### src/rtl/seg_display_sched_pkg.sv
// Shared types and BCD helpers for the score/message display scheduler.
package seg_display_sched_pkg;

  localparam logic [3:0] BCD_MAX = 4'd9;

  typedef enum logic {
    ST_IDLE = 1'b0,
    ST_SHOW = 1'b1
  } state_e;

  typedef struct packed {
    logic       ovf;
    logic [3:0] tens;
    logic [3:0] units;
  } bcd2_t;

  function automatic logic [3:0] bcd_clamp(input logic [3:0] d);
    logic [3:0] r;
    if (d > BCD_MAX) r = BCD_MAX;
    else             r = d;
    return r;
  endfunction

  // One step of a two-digit BCD counter; clear wins over increment.
  function automatic bcd2_t bcd2_step(input logic [3:0] tens, input logic [3:0] units,
                                      input logic inc, input logic clr);
    bcd2_t r;
    r.ovf   = 1'b0;
    r.tens  = tens;
    r.units = units;
    if (clr) begin
      r.tens  = 4'd0;
      r.units = 4'd0;
    end else if (inc) begin
      if (units >= BCD_MAX) begin
        r.units = 4'd0;
        if (tens >= BCD_MAX) begin
          r.tens = 4'd0;
          r.ovf  = 1'b1;
        end else begin
          r.tens = tens + 4'd1;
        end
      end else begin
        r.units = units + 4'd1;
      end
    end else begin
      r.ovf = 1'b0;
    end
    return r;
  endfunction

endpackage

### src/rtl/seg_display_sched_bcd_counter2.sv
// Two-digit BCD counter with wrap 99 -> 00 and a registered overflow pulse.
import seg_display_sched_pkg::*;

module bcd_counter2 (
  input  logic       clk,
  input  logic       rst,
  input  logic       inc,
  input  logic       clr,
  output logic [3:0] tens,
  output logic [3:0] units,
  output logic       ovf
);

  bcd2_t nxt_s;

  // Next count from the shared step function.
  always_comb begin
    nxt_s = bcd2_step(tens, units, inc, clr);
  end

  // Count register.
  always_ff @(posedge clk or posedge rst) begin
    if (rst) begin
      tens  <= 4'd0;
      units <= 4'd0;
      ovf   <= 1'b0;
    end else begin
      tens  <= nxt_s.tens;
      units <= nxt_s.units;
      ovf   <= nxt_s.ovf;
    end
  end

endmodule

### src/rtl/seg_display_sched.sv
// Shares a two-digit 7-segment decoder between a BCD score counter and a
// one-shot message that borrows the display for HOLD_MS milliseconds.
import seg_display_sched_pkg::*;

module seg_display_sched #(
  parameter int CLK_HZ  = 12_000_000,
  parameter int HOLD_MS = 1000
) (
  input  logic       clk,
  input  logic       rst,
  input  logic       score_inc,
  input  logic       score_clr,
  input  logic       req_valid,
  input  logic [7:0] req_data,
  output logic       req_ack,
  output logic [3:0] seg_data_1,
  output logic [3:0] seg_data_2,
  output logic       showing,
  output logic       score_ovf
);

  localparam int PRESC_DIV = CLK_HZ / 1000;
  localparam int PW = (PRESC_DIV > 1) ? $clog2(PRESC_DIV) : 1;
  localparam int HW = $clog2(HOLD_MS + 1);
  localparam logic [PW-1:0] PRESC_MAX = PW'(PRESC_DIV - 1);
  localparam logic [HW-1:0] HOLD_LAST = HW'(HOLD_MS);

  state_e        state_r, state_fsm_s, state_nxt_s;
  logic [PW-1:0] presc_r, presc_fsm_s, presc_nxt_s;
  logic [HW-1:0] hold_r, hold_fsm_s, hold_nxt_s, hold_inc_s;
  logic [3:0]    msg_tens_r, msg_units_r, msg_tens_nxt_s, msg_units_nxt_s;
  logic [3:0]    score_tens_s, score_units_s;
  logic [3:0]    seg1_nxt_s, seg2_nxt_s;
  logic          accept_s;
  bcd2_t         score_nxt_s;

  bcd_counter2 u_score (
    .clk   (clk),
    .rst   (rst),
    .inc   (score_inc),
    .clr   (score_clr),
    .tens  (score_tens_s),
    .units (score_units_s),
    .ovf   (score_ovf)
  );

  // FSM sequencing: millisecond prescaler and hold counter while showing.
  always_comb begin
    state_fsm_s = state_r;
    presc_fsm_s = presc_r;
    hold_fsm_s  = hold_r;
    accept_s    = 1'b0;
    hold_inc_s  = hold_r + HW'(1);
    case (state_r)
      ST_IDLE: begin
        if (req_valid) accept_s = 1'b1;
        else           state_fsm_s = ST_IDLE;
      end
      ST_SHOW: begin
        if (presc_r == PRESC_MAX) begin
          presc_fsm_s = '0;
          // A request waiting at the end of a message is taken without a score frame.
          if (hold_inc_s == HOLD_LAST) begin
            if (req_valid) accept_s = 1'b1;
            else           state_fsm_s = ST_IDLE;
          end else begin
            hold_fsm_s = hold_inc_s;
          end
        end else begin
          presc_fsm_s = presc_r + PW'(1);
        end
      end
      default: state_fsm_s = ST_IDLE;
    endcase
  end

  // Request acceptance overrides the sequencing and captures a clamped message.
  always_comb begin
    if (accept_s) begin
      state_nxt_s     = ST_SHOW;
      presc_nxt_s     = '0;
      hold_nxt_s      = '0;
      msg_tens_nxt_s  = bcd_clamp(req_data[7:4]);
      msg_units_nxt_s = bcd_clamp(req_data[3:0]);
    end else begin
      state_nxt_s     = state_fsm_s;
      presc_nxt_s     = presc_fsm_s;
      hold_nxt_s      = hold_fsm_s;
      msg_tens_nxt_s  = msg_tens_r;
      msg_units_nxt_s = msg_units_r;
    end
  end

  // Output mux looks at next-cycle state so score changes show one cycle after the pulse.
  always_comb begin
    score_nxt_s = bcd2_step(score_tens_s, score_units_s, score_inc, score_clr);
    if (state_nxt_s == ST_SHOW) begin
      seg1_nxt_s = msg_tens_nxt_s;
      seg2_nxt_s = msg_units_nxt_s;
    end else begin
      seg1_nxt_s = score_nxt_s.tens;
      seg2_nxt_s = score_nxt_s.units;
    end
  end

  // State, counters, message and output registers.
  always_ff @(posedge clk or posedge rst) begin
    if (rst) begin
      state_r     <= ST_IDLE;
      presc_r     <= '0;
      hold_r      <= '0;
      msg_tens_r  <= 4'd0;
      msg_units_r <= 4'd0;
      req_ack     <= 1'b0;
      showing     <= 1'b0;
      seg_data_1  <= 4'd0;
      seg_data_2  <= 4'd0;
    end else begin
      state_r     <= state_nxt_s;
      presc_r     <= presc_nxt_s;
      hold_r      <= hold_nxt_s;
      msg_tens_r  <= msg_tens_nxt_s;
      msg_units_r <= msg_units_nxt_s;
      req_ack     <= accept_s;
      showing     <= (state_nxt_s == ST_SHOW);
      seg_data_1  <= seg1_nxt_s;
      seg_data_2  <= seg2_nxt_s;
    end
  end

endmodule

### config.mk
export PLATFORM = sky130hd
export DESIGN_NAME = seg_display_sched
export DESIGN_NICKNAME = d
export VERILOG_FILES = /design/src/rtl/seg_display_sched_pkg.sv /design/src/rtl/seg_display_sched_bcd_counter2.sv /design/src/rtl/seg_display_sched.sv
export SDC_FILE = /design/constraint.sdc
export NUM_CORES = 1
export LEC_CHECK = 0
export ABC_AREA = 1
export ABC_CLOCK_PERIOD_IN_PS = 2820
export BUFFER_PORTS_ARGS = -buffer_cell sky130_fd_sc_hd__buf_2
export CORE_MARGIN = 2
export CORE_UTILIZATION = 51
export CTS_BUF_LIST = sky130_fd_sc_hd__clkbuf_4 sky130_fd_sc_hd__clkbuf_8
export DETAILED_ROUTE_END_ITERATION = 8
export PLACE_DENSITY = 0.7
export SYNTH_ARGS = -nofsm -noshare
export SYNTH_HDL_FRONTEND = slang
export SYNTH_SLANG_ARGS = --single-unit
export TNS_END_PERCENT = 30
### constraint.sdc
create_clock -name clk -period 2.82 [get_ports clk]
set_input_delay 0.141 -clock clk [delete_from_list [all_inputs] [get_ports clk]]
set_output_delay 0.141 -clock clk [all_outputs]
set_load 0.03 [all_outputs]
======== After elaboration in Yosys (flattened, before gate mapping) ========
Index checks and enable logic that the tools add are counted.
word-level totals
  register bits ........................... 51
  word-level logic and storage cells ...... 55
  output and inout port bits .............. 11
  bits of input ports ..................... 13
cells by class
  magnitude comparators ................... 4
  bitwise gates (word level) .............. 1
  multiplexer cells ....................... 29
  eq/ne operators ......................... 3
  reductions and logical operators ........ 3
  add/sub/neg operators ................... 4
operator list
  kind                   count
  $mux 14                3
  $mux 10                4
  $mux 4                 8
  $mux 8                 2
  $add 14x1->14 const B  1
  $eq 14x14->1 const B   1
  $add 10x1->10 const B  1
  $eq 10x10->1 const B   1
  $mux 1                 9
  $add 4x1->4 const B    2
  $ge 4x4->1 const B     2
  $gt 4x4->1 const B     2
  $mux 5                 1
  $pmux 1 s2             2
  $reduce_bool 2->1      2
  $reduce_and 3->1       1
  $ne 2x2->1 const B     1
  $not 1->1              1

======== Longest topological paths before layout ========
  depth in word-level cells ............... 7
  gate-level depth with buffers ........... 15
  mapped depth without buffers ............ 15

======== Hierarchy ========
A second synthesis with hierarchy kept.
second synthesis, totals
  cells, all modules ...................... 439
  area total of the unflattened synthesis .. 3171.8 sq um
by module, submodules not included
  module             area an instance (sq um)  instances  sequential area each (sq um)  cells each
  seg_display_sched  2623.8                    1          1051.0                        372
  bcd_counter2       548.0                     1          225.2                         67

======== Least setup slack after synthesis ========
No wires, ideal clock.
  path type ............................... register to register
  start ................................... register hold_r[0]
  end ..................................... register msg_tens_r[1]
  data arrival time ....................... 1736 ps
  period minus slack after synthesis ...... 1855 ps
  setup slack ............................. 965 ps
  library setup time ...................... 119 ps
  cell stages (with the launch flop) ...... 13
  cell sequence ........................... dfrtp_1 > ha_1 > nand2_2 > nor2_2 > nand3_1 > nand2_2 > nand3_2 > nor2_2 > nand3_2 > nand2_4 > buf_12 > nand3_2 > and2_1
between the ends
  cells in the longest elaborated chain, start to end .. 6
ends and longest elaborated chain
  what                    RTL line                  source
  from (decl)             seg_display_sched.sv:30   logic [HW-1:0] hold_r, hold_fsm_s, hold_nxt_s, hold_inc_s;
  from (signal assigned)  seg_display_sched.sv:121  hold_r <= hold_nxt_s;
  $add 10x1->10           seg_display_sched.sv:53   hold_inc_s = hold_r + HW'(1);
  $eq 10x10->1            seg_display_sched.sv:63   if (hold_inc_s == HOLD_LAST) begin
  $mux 1                  seg_display_sched.sv:63
  $mux 1                  seg_display_sched.sv:60   if (presc_r == PRESC_MAX) begin
  $pmux 1 s2              seg_display_sched.sv:54   case (state_r)
  $mux 4                  seg_display_sched.sv:79   if (accept_s) begin
  net msg_tens_nxt_s[1]   seg_display_sched.sv:31   logic [3:0] msg_tens_r, msg_units_r, msg_tens_nxt_s, msg_units_nxt_s;
  to (signal assigned)    seg_display_sched.sv:122  msg_tens_r <= msg_tens_nxt_s;
  to (decl)               seg_display_sched.sv:31
The timed path passes the listed nets, and every way through them passes these cells.
A chain may end at the register's enable or synchronous reset.

======== Worst setup path in the final report ========
  start ................................... register hold_r[0]
  end ..................................... register seg_data_1[0]
between the ends
  cells in the longest elaborated chain, start to end .. 7
  elaborated cells on any way between the ends .. 11
  classes of those cells .................. 1 x add/sub; 1 x eq/ne; 9 x mux
ends and longest elaborated chain
  what                  RTL line                  source
  $add 10x1->10 *       seg_display_sched.sv:53
  $eq 10x10->1 *        seg_display_sched.sv:63
  $mux 1                seg_display_sched.sv:63
  $mux 1                seg_display_sched.sv:60
  $pmux 1 s2            seg_display_sched.sv:54
  $mux 1 *              seg_display_sched.sv:79
  net state_nxt_s       seg_display_sched.sv:28   state_e state_r, state_fsm_s, state_nxt_s;
  $mux 4 *              seg_display_sched.sv:97   if (state_nxt_s == ST_SHOW) begin
  net seg1_nxt_s[0]     seg_display_sched.sv:33   logic [3:0] seg1_nxt_s, seg2_nxt_s;
  to (signal assigned)  seg_display_sched.sv:126  seg_data_1 <= seg1_nxt_s;
  to (decl)             seg_display_sched.sv:16   output logic [3:0] seg_data_1,
The timed path passes the listed nets; every way through them passes the cells marked *.

==> flow_summary.html <==
<table>
<tr><th>Metric</th><th>Value</th></tr>
<tr><th colspan="2">Routing</th></tr>
<tr><td>Drt drc</td><td>0</td></tr>
<tr><td>Via count</td><td>2390</td></tr>
<tr><td>Number of iterations in the first detailed-routing pass</td><td>4</td></tr>
<tr><td>Routed length per instance</td><td>11.9 µm</td></tr>
<tr><td>Post-route antenna net violation count</td><td>0</td></tr>
<tr><td>DR iter-0 viols</td><td>100</td></tr>
<tr><td>Detailed Route WL</td><td>5690 µm</td></tr>
<tr><td>Via density per instance</td><td>5.01</td></tr>
<tr><th colspan="2">Pwr</th></tr>
<tr><td>Maximum vdd ir drop</td><td>0.315 mV</td></tr>
<tr><td>Static Leakage</td><td>1.54 nW</td></tr>
<tr><td>Power density over cell area</td><td>427 nW/µm²</td></tr>
<tr><td>Pwr Total</td><td>1.38 mW</td></tr>
<tr><th colspan="2">Yosys</th></tr>
<tr><td>Synthesized instance count</td><td>378</td></tr>
<tr><td>Average instance area after synthesis</td><td>7.84 µm²</td></tr>
<tr><td>EDFF count, synth</td><td>0</td></tr>
<tr><td>Number of synthesis warnings</td><td>0</td></tr>
<tr><td>Post-synthesis cell area</td><td>2960 µm²</td></tr>
<tr><td>Most used flip-flop cell after synthesis</td><td>sky130_fd_sc_hd__dfrtp_1</td></tr>
<tr><td>Asr flop ratio synth</td><td>100%</td></tr>
<tr><td>Post-Syn Nets</td><td>400</td></tr>
<tr><td>Number of register bits inferred by synthesis</td><td>51</td></tr>
<tr><td>Part of the Yosys area used for sequential elements</td><td>43.1%</td></tr>
<tr><td>Number of distinct library cell variants in the gate-level netlist after synthesis</td><td>33</td></tr>
<tr><th colspan="2">Final layout</th></tr>
<tr><td>Antenna Diode Count</td><td>0</td></tr>
<tr><td>Finished layout cell area</td><td>3250 µm²</td></tr>
<tr><td>Area growth from synthesis to layout</td><td>9.59%</td></tr>
<tr><td>Highest-count cells in the layout ignoring fill and taps</td><td>sky130_fd_sc_hd__nand2_1 (90), sky130_fd_sc_hd__inv_1 (61), sky130_fd_sc_hd__dfrtp_1 (51)</td></tr>
<tr><td>Net count reported at finish</td><td>426</td></tr>
<tr><td>Commonest non-fill, non-tap cell in the layout</td><td>sky130_fd_sc_hd__nand2_1</td></tr>
<tr><td>Fraction of final layout cells sized beyond drive strength 1</td><td>15.1%</td></tr>
<tr><th colspan="2">Critical path</th></tr>
<tr><td>Highest net fanout along the worst path</td><td>17</td></tr>
<tr><td>Endpoint class of the critical path</td><td>flip-flop</td></tr>
<tr><td>Type of the worst setup path</td><td>reg2reg</td></tr>
<tr><td>Required time reported for the critical path endpoint</td><td>3.01 ns</td></tr>
<tr><td>Critical Path AT</td><td>2.33 ns</td></tr>
<tr><td>Kind of start point of the critical path</td><td>flip-flop</td></tr>
<tr><th colspan="2">Floorplanning</th></tr>
<tr><td>Die width</td><td>80.2 µm</td></tr>
<tr><td>IO Count</td><td>24</td></tr>
<tr><td>Die area</td><td>6440 µm²</td></tr>
<tr><td>Core area</td><td>5570 µm²</td></tr>
<tr><td>Placement row count</td><td>27</td></tr>
<tr><td>Chip height</td><td>80.2 µm</td></tr>
<tr><td>Starting density of the core</td><td>53.2%</td></tr>
<tr><th colspan="2">STA</th></tr>
<tr><td>Smallest hold slack</td><td>0.0817 ns</td></tr>
<tr><td>Highest achievable clock rate</td><td>469 MHz</td></tr>
<tr><td>Final Cycle Share</td><td>75.6%</td></tr>
<tr><td>Tmin final</td><td>2.13 ns</td></tr>
<tr><td>Hold Violations, Final</td><td>0</td></tr>
<tr><td>Accumulated negative setup slack</td><td>0 ns</td></tr>
<tr><td>Worst-Margin Slew</td><td>1.06 ns</td></tr>
<tr><td>Pins over their slew limit</td><td>0</td></tr>
<tr><td>Max transition margin</td><td>29.5%</td></tr>
<tr><td>Worst setup skew after layout</td><td>0.00760 ns</td></tr>
<tr><td>Unrepaired setup endpoints after global routing</td><td>no</td></tr>
<tr><td>Final Setup Violations</td><td>0</td></tr>
<tr><th colspan="2">Clocking</th></tr>
<tr><td>Number of buffers inserted to repair setup after CTS</td><td>0</td></tr>
<tr><td>Number of levels in the clock H-tree</td><td>2</td></tr>
<tr><td>Skew-Pair Late Insertion Delay</td><td>0.30 ns</td></tr>
<tr><td>Reg clk slew, reported paths</td><td>0.09 ns</td></tr>
<tr><td>Number of hold buffers added after cts</td><td>0</td></tr>
<tr><td>Post-cts sizing count</td><td>0</td></tr>
<tr><td>Total clock sinks</td><td>51</td></tr>
<tr><td>Clock Tree Buf Depth</td><td>2</td></tr>
<tr><td>Total CTS buffers</td><td>5</td></tr>
<tr><td>Root buf cell</td><td>sky130_fd_sc_hd__clkbuf_8</td></tr>
<tr><td>Clock tree from TritonCTS</td><td>yes</td></tr>
<tr><th colspan="2">Global route</th></tr>
<tr><td>Global-route layer with the greatest usage</td><td>met2</td></tr>
<tr><td>Initial antenna violation count</td><td>0</td></tr>
<tr><td>Largest net degree at the start of global routing</td><td>52</td></tr>
<tr><td>First-pass GRT wire length</td><td>10300 µm</td></tr>
<tr><td>Total Routing Usage GR</td><td>20.4%</td></tr>
<tr><td>Met1 usage in global routing</td><td>28.5%</td></tr>
<tr><td>Met3 routing resource usage after global routing</td><td>3.37%</td></tr>
<tr><td>Number of global-route vias before repair</td><td>2324</td></tr>
<tr><td>Global-route met2 utilization</td><td>32.8%</td></tr>
<tr><td>GRT overflow</td><td>0</td></tr>
<tr><th colspan="2">Outcome</th></tr>
<tr><td>Run status</td><td>finished clean</td></tr>
<tr><th colspan="2">Placement</th></tr>
<tr><td>Detailed placer's ending HPWL</td><td>4170 µm</td></tr>
<tr><td>Routability-driven placement congestion ratio</td><td>0.870</td></tr>
<tr><td>Number of buffers inserted by port buffering</td><td>23</td></tr>
<tr><td>Dpl cell area</td><td>3110 µm²</td></tr>
<tr><th colspan="2">Flow run</th></tr>
<tr><td>Maximum capacitance violations</td><td>0</td></tr>
<tr><th colspan="2">Worst hold path</th></tr>
<tr><td>HP Class</td><td>in2async</td></tr>
</table>
through the flow:
stage          utilization, %  worst slack (ns)  cells
6_report                 58.2             0.687    477
5_1_grt                  58.2             0.446    477
4_1_cts                  58.2             0.683    477
3_5_place_dp             55.8             0.712    469
3_3_place_gp             55.8             0.728    469
2_1_floorplan               -             0.965    378
final timing paths:
path	from	end	slack, ns	cells after the start
worst max-delay path	hold_r[0]	seg_data_1[0]	0.69	12
worst min-delay path	rst	u_score.ovf	0.08	2
worst max register to register	hold_r[0]	seg_data_1[0]	0.69	12
worst min register to register	presc_r[0]	presc_r[0]	0.51	1
max in group asynchronous	rst	u_score.tens[3]	2.08	2
min in group clk	score_clr	u_score.ovf	0.12	2
per-layer routing:
layer,share of wire [%],up-vias
li1,-,1237
met1,50,1114
met2,45,33
met3,3.0,6
met4,1.1,0
met5,0,-
synth_stat cells, types with 2 or more instances:
master                     instances  area, µm²
sky130_fd_sc_hd__nor2_2            5       31.3
sky130_fd_sc_hd__inv_1            62        233
sky130_fd_sc_hd__nand3_1          40        200
sky130_fd_sc_hd__nand3_4           2       35.0
sky130_fd_sc_hd__o21ai_1           7       35.0
sky130_fd_sc_hd__o22ai_1           4       25.0
sky130_fd_sc_hd__nand3_2           6       60.1
sky130_fd_sc_hd__xnor2_1           2       17.5
sky130_fd_sc_hd__inv_2             2       7.51
sky130_fd_sc_hd__clkinv_1          3       11.3
sky130_fd_sc_hd__o21ai_0          13       65.1
sky130_fd_sc_hd__and2_1            8       50.1
sky130_fd_sc_hd__nor2_4            2       22.5
sky130_fd_sc_hd__nor3_1            3       15.0
sky130_fd_sc_hd__dfrtp_1          51       1280
sky130_fd_sc_hd__a21oi_1           7       35.0
sky130_fd_sc_hd__nand4_1           4       25.0
sky130_fd_sc_hd__a211oi_1          2       15.0
sky130_fd_sc_hd__ha_1              9        113
sky130_fd_sc_hd__o21ai_2           2       17.5
sky130_fd_sc_hd__nor2_1           31        116
sky130_fd_sc_hd__buf_6             2       22.5
sky130_fd_sc_hd__nand2_1          90        338
sky130_fd_sc_hd__nand2_2           7       43.8
sky130_fd_sc_hd__xor2_1            6       52.6
sequential cells by signal (all words and copies together), names as in the netlist:
name           count
req_ack            1
state_r            1
presc_r           14
u_score.units      4
u_score.ovf        1
seg_data_2         4
msg_units_r        4
msg_tens_r         4
seg_data_1         4
u_score.tens       4
hold_r            10
critical path, stage by stage (launching register included):
cell	delay [ns]
sky130_fd_sc_hd__dfrtp_1	0.49
sky130_fd_sc_hd__ha_1	0.28
sky130_fd_sc_hd__nand2_2	0.09
sky130_fd_sc_hd__nor2_2	0.14
sky130_fd_sc_hd__nand3_1	0.10
sky130_fd_sc_hd__nand2_2	0.11
sky130_fd_sc_hd__nand3_2	0.07
sky130_fd_sc_hd__nor2_2	0.11
sky130_fd_sc_hd__nand3_2	0.09
sky130_fd_sc_hd__nand2_4	0.18
sky130_fd_sc_hd__nand2_2	0.18
sky130_fd_sc_hd__nand3_1	0.14
sky130_fd_sc_hd__nand2_1	0.06
where the power goes:
part / leakage [nW] / internal [mW] / switching (mW)
Clock: 0.0644 / 0.354 / 0.239
Combinational: 0.878 / 0.0151 / 0.0390
Sequential: 0.599 / 0.735 / 0.00356
Total: 1.54 / 1.10 / 0.282
logic make-up (layout without fill, tap and decap cells):
| logic type | Yosys count | in the layout | synth area share (%) |
|---|---|---|---|
| and+or+nand+nor | 201 | 201 | 32.9 |
| buffers and inverters | 71 | 98 | 10.4 |
| DFF | 51 | 51 | 43.1 |
| AOI/OAI and AO/OA | 38 | 38 | 7.43 |
| adders and majority gates | 9 | 9 | 3.80 |
| xor gates and xnor gates | 8 | 8 | 2.36 |
final cells by class:
type                       instances  area, µm²
fill                             526       2330
multi-input combinational        256       1380
sequential                        51       1280
inverter                          67        251
timing repair buffer              23        115
tap                               72       90.1
clock buffer                       5       68.8
clock inverter                     3       67.6
(Power assumes the default switching activity.)
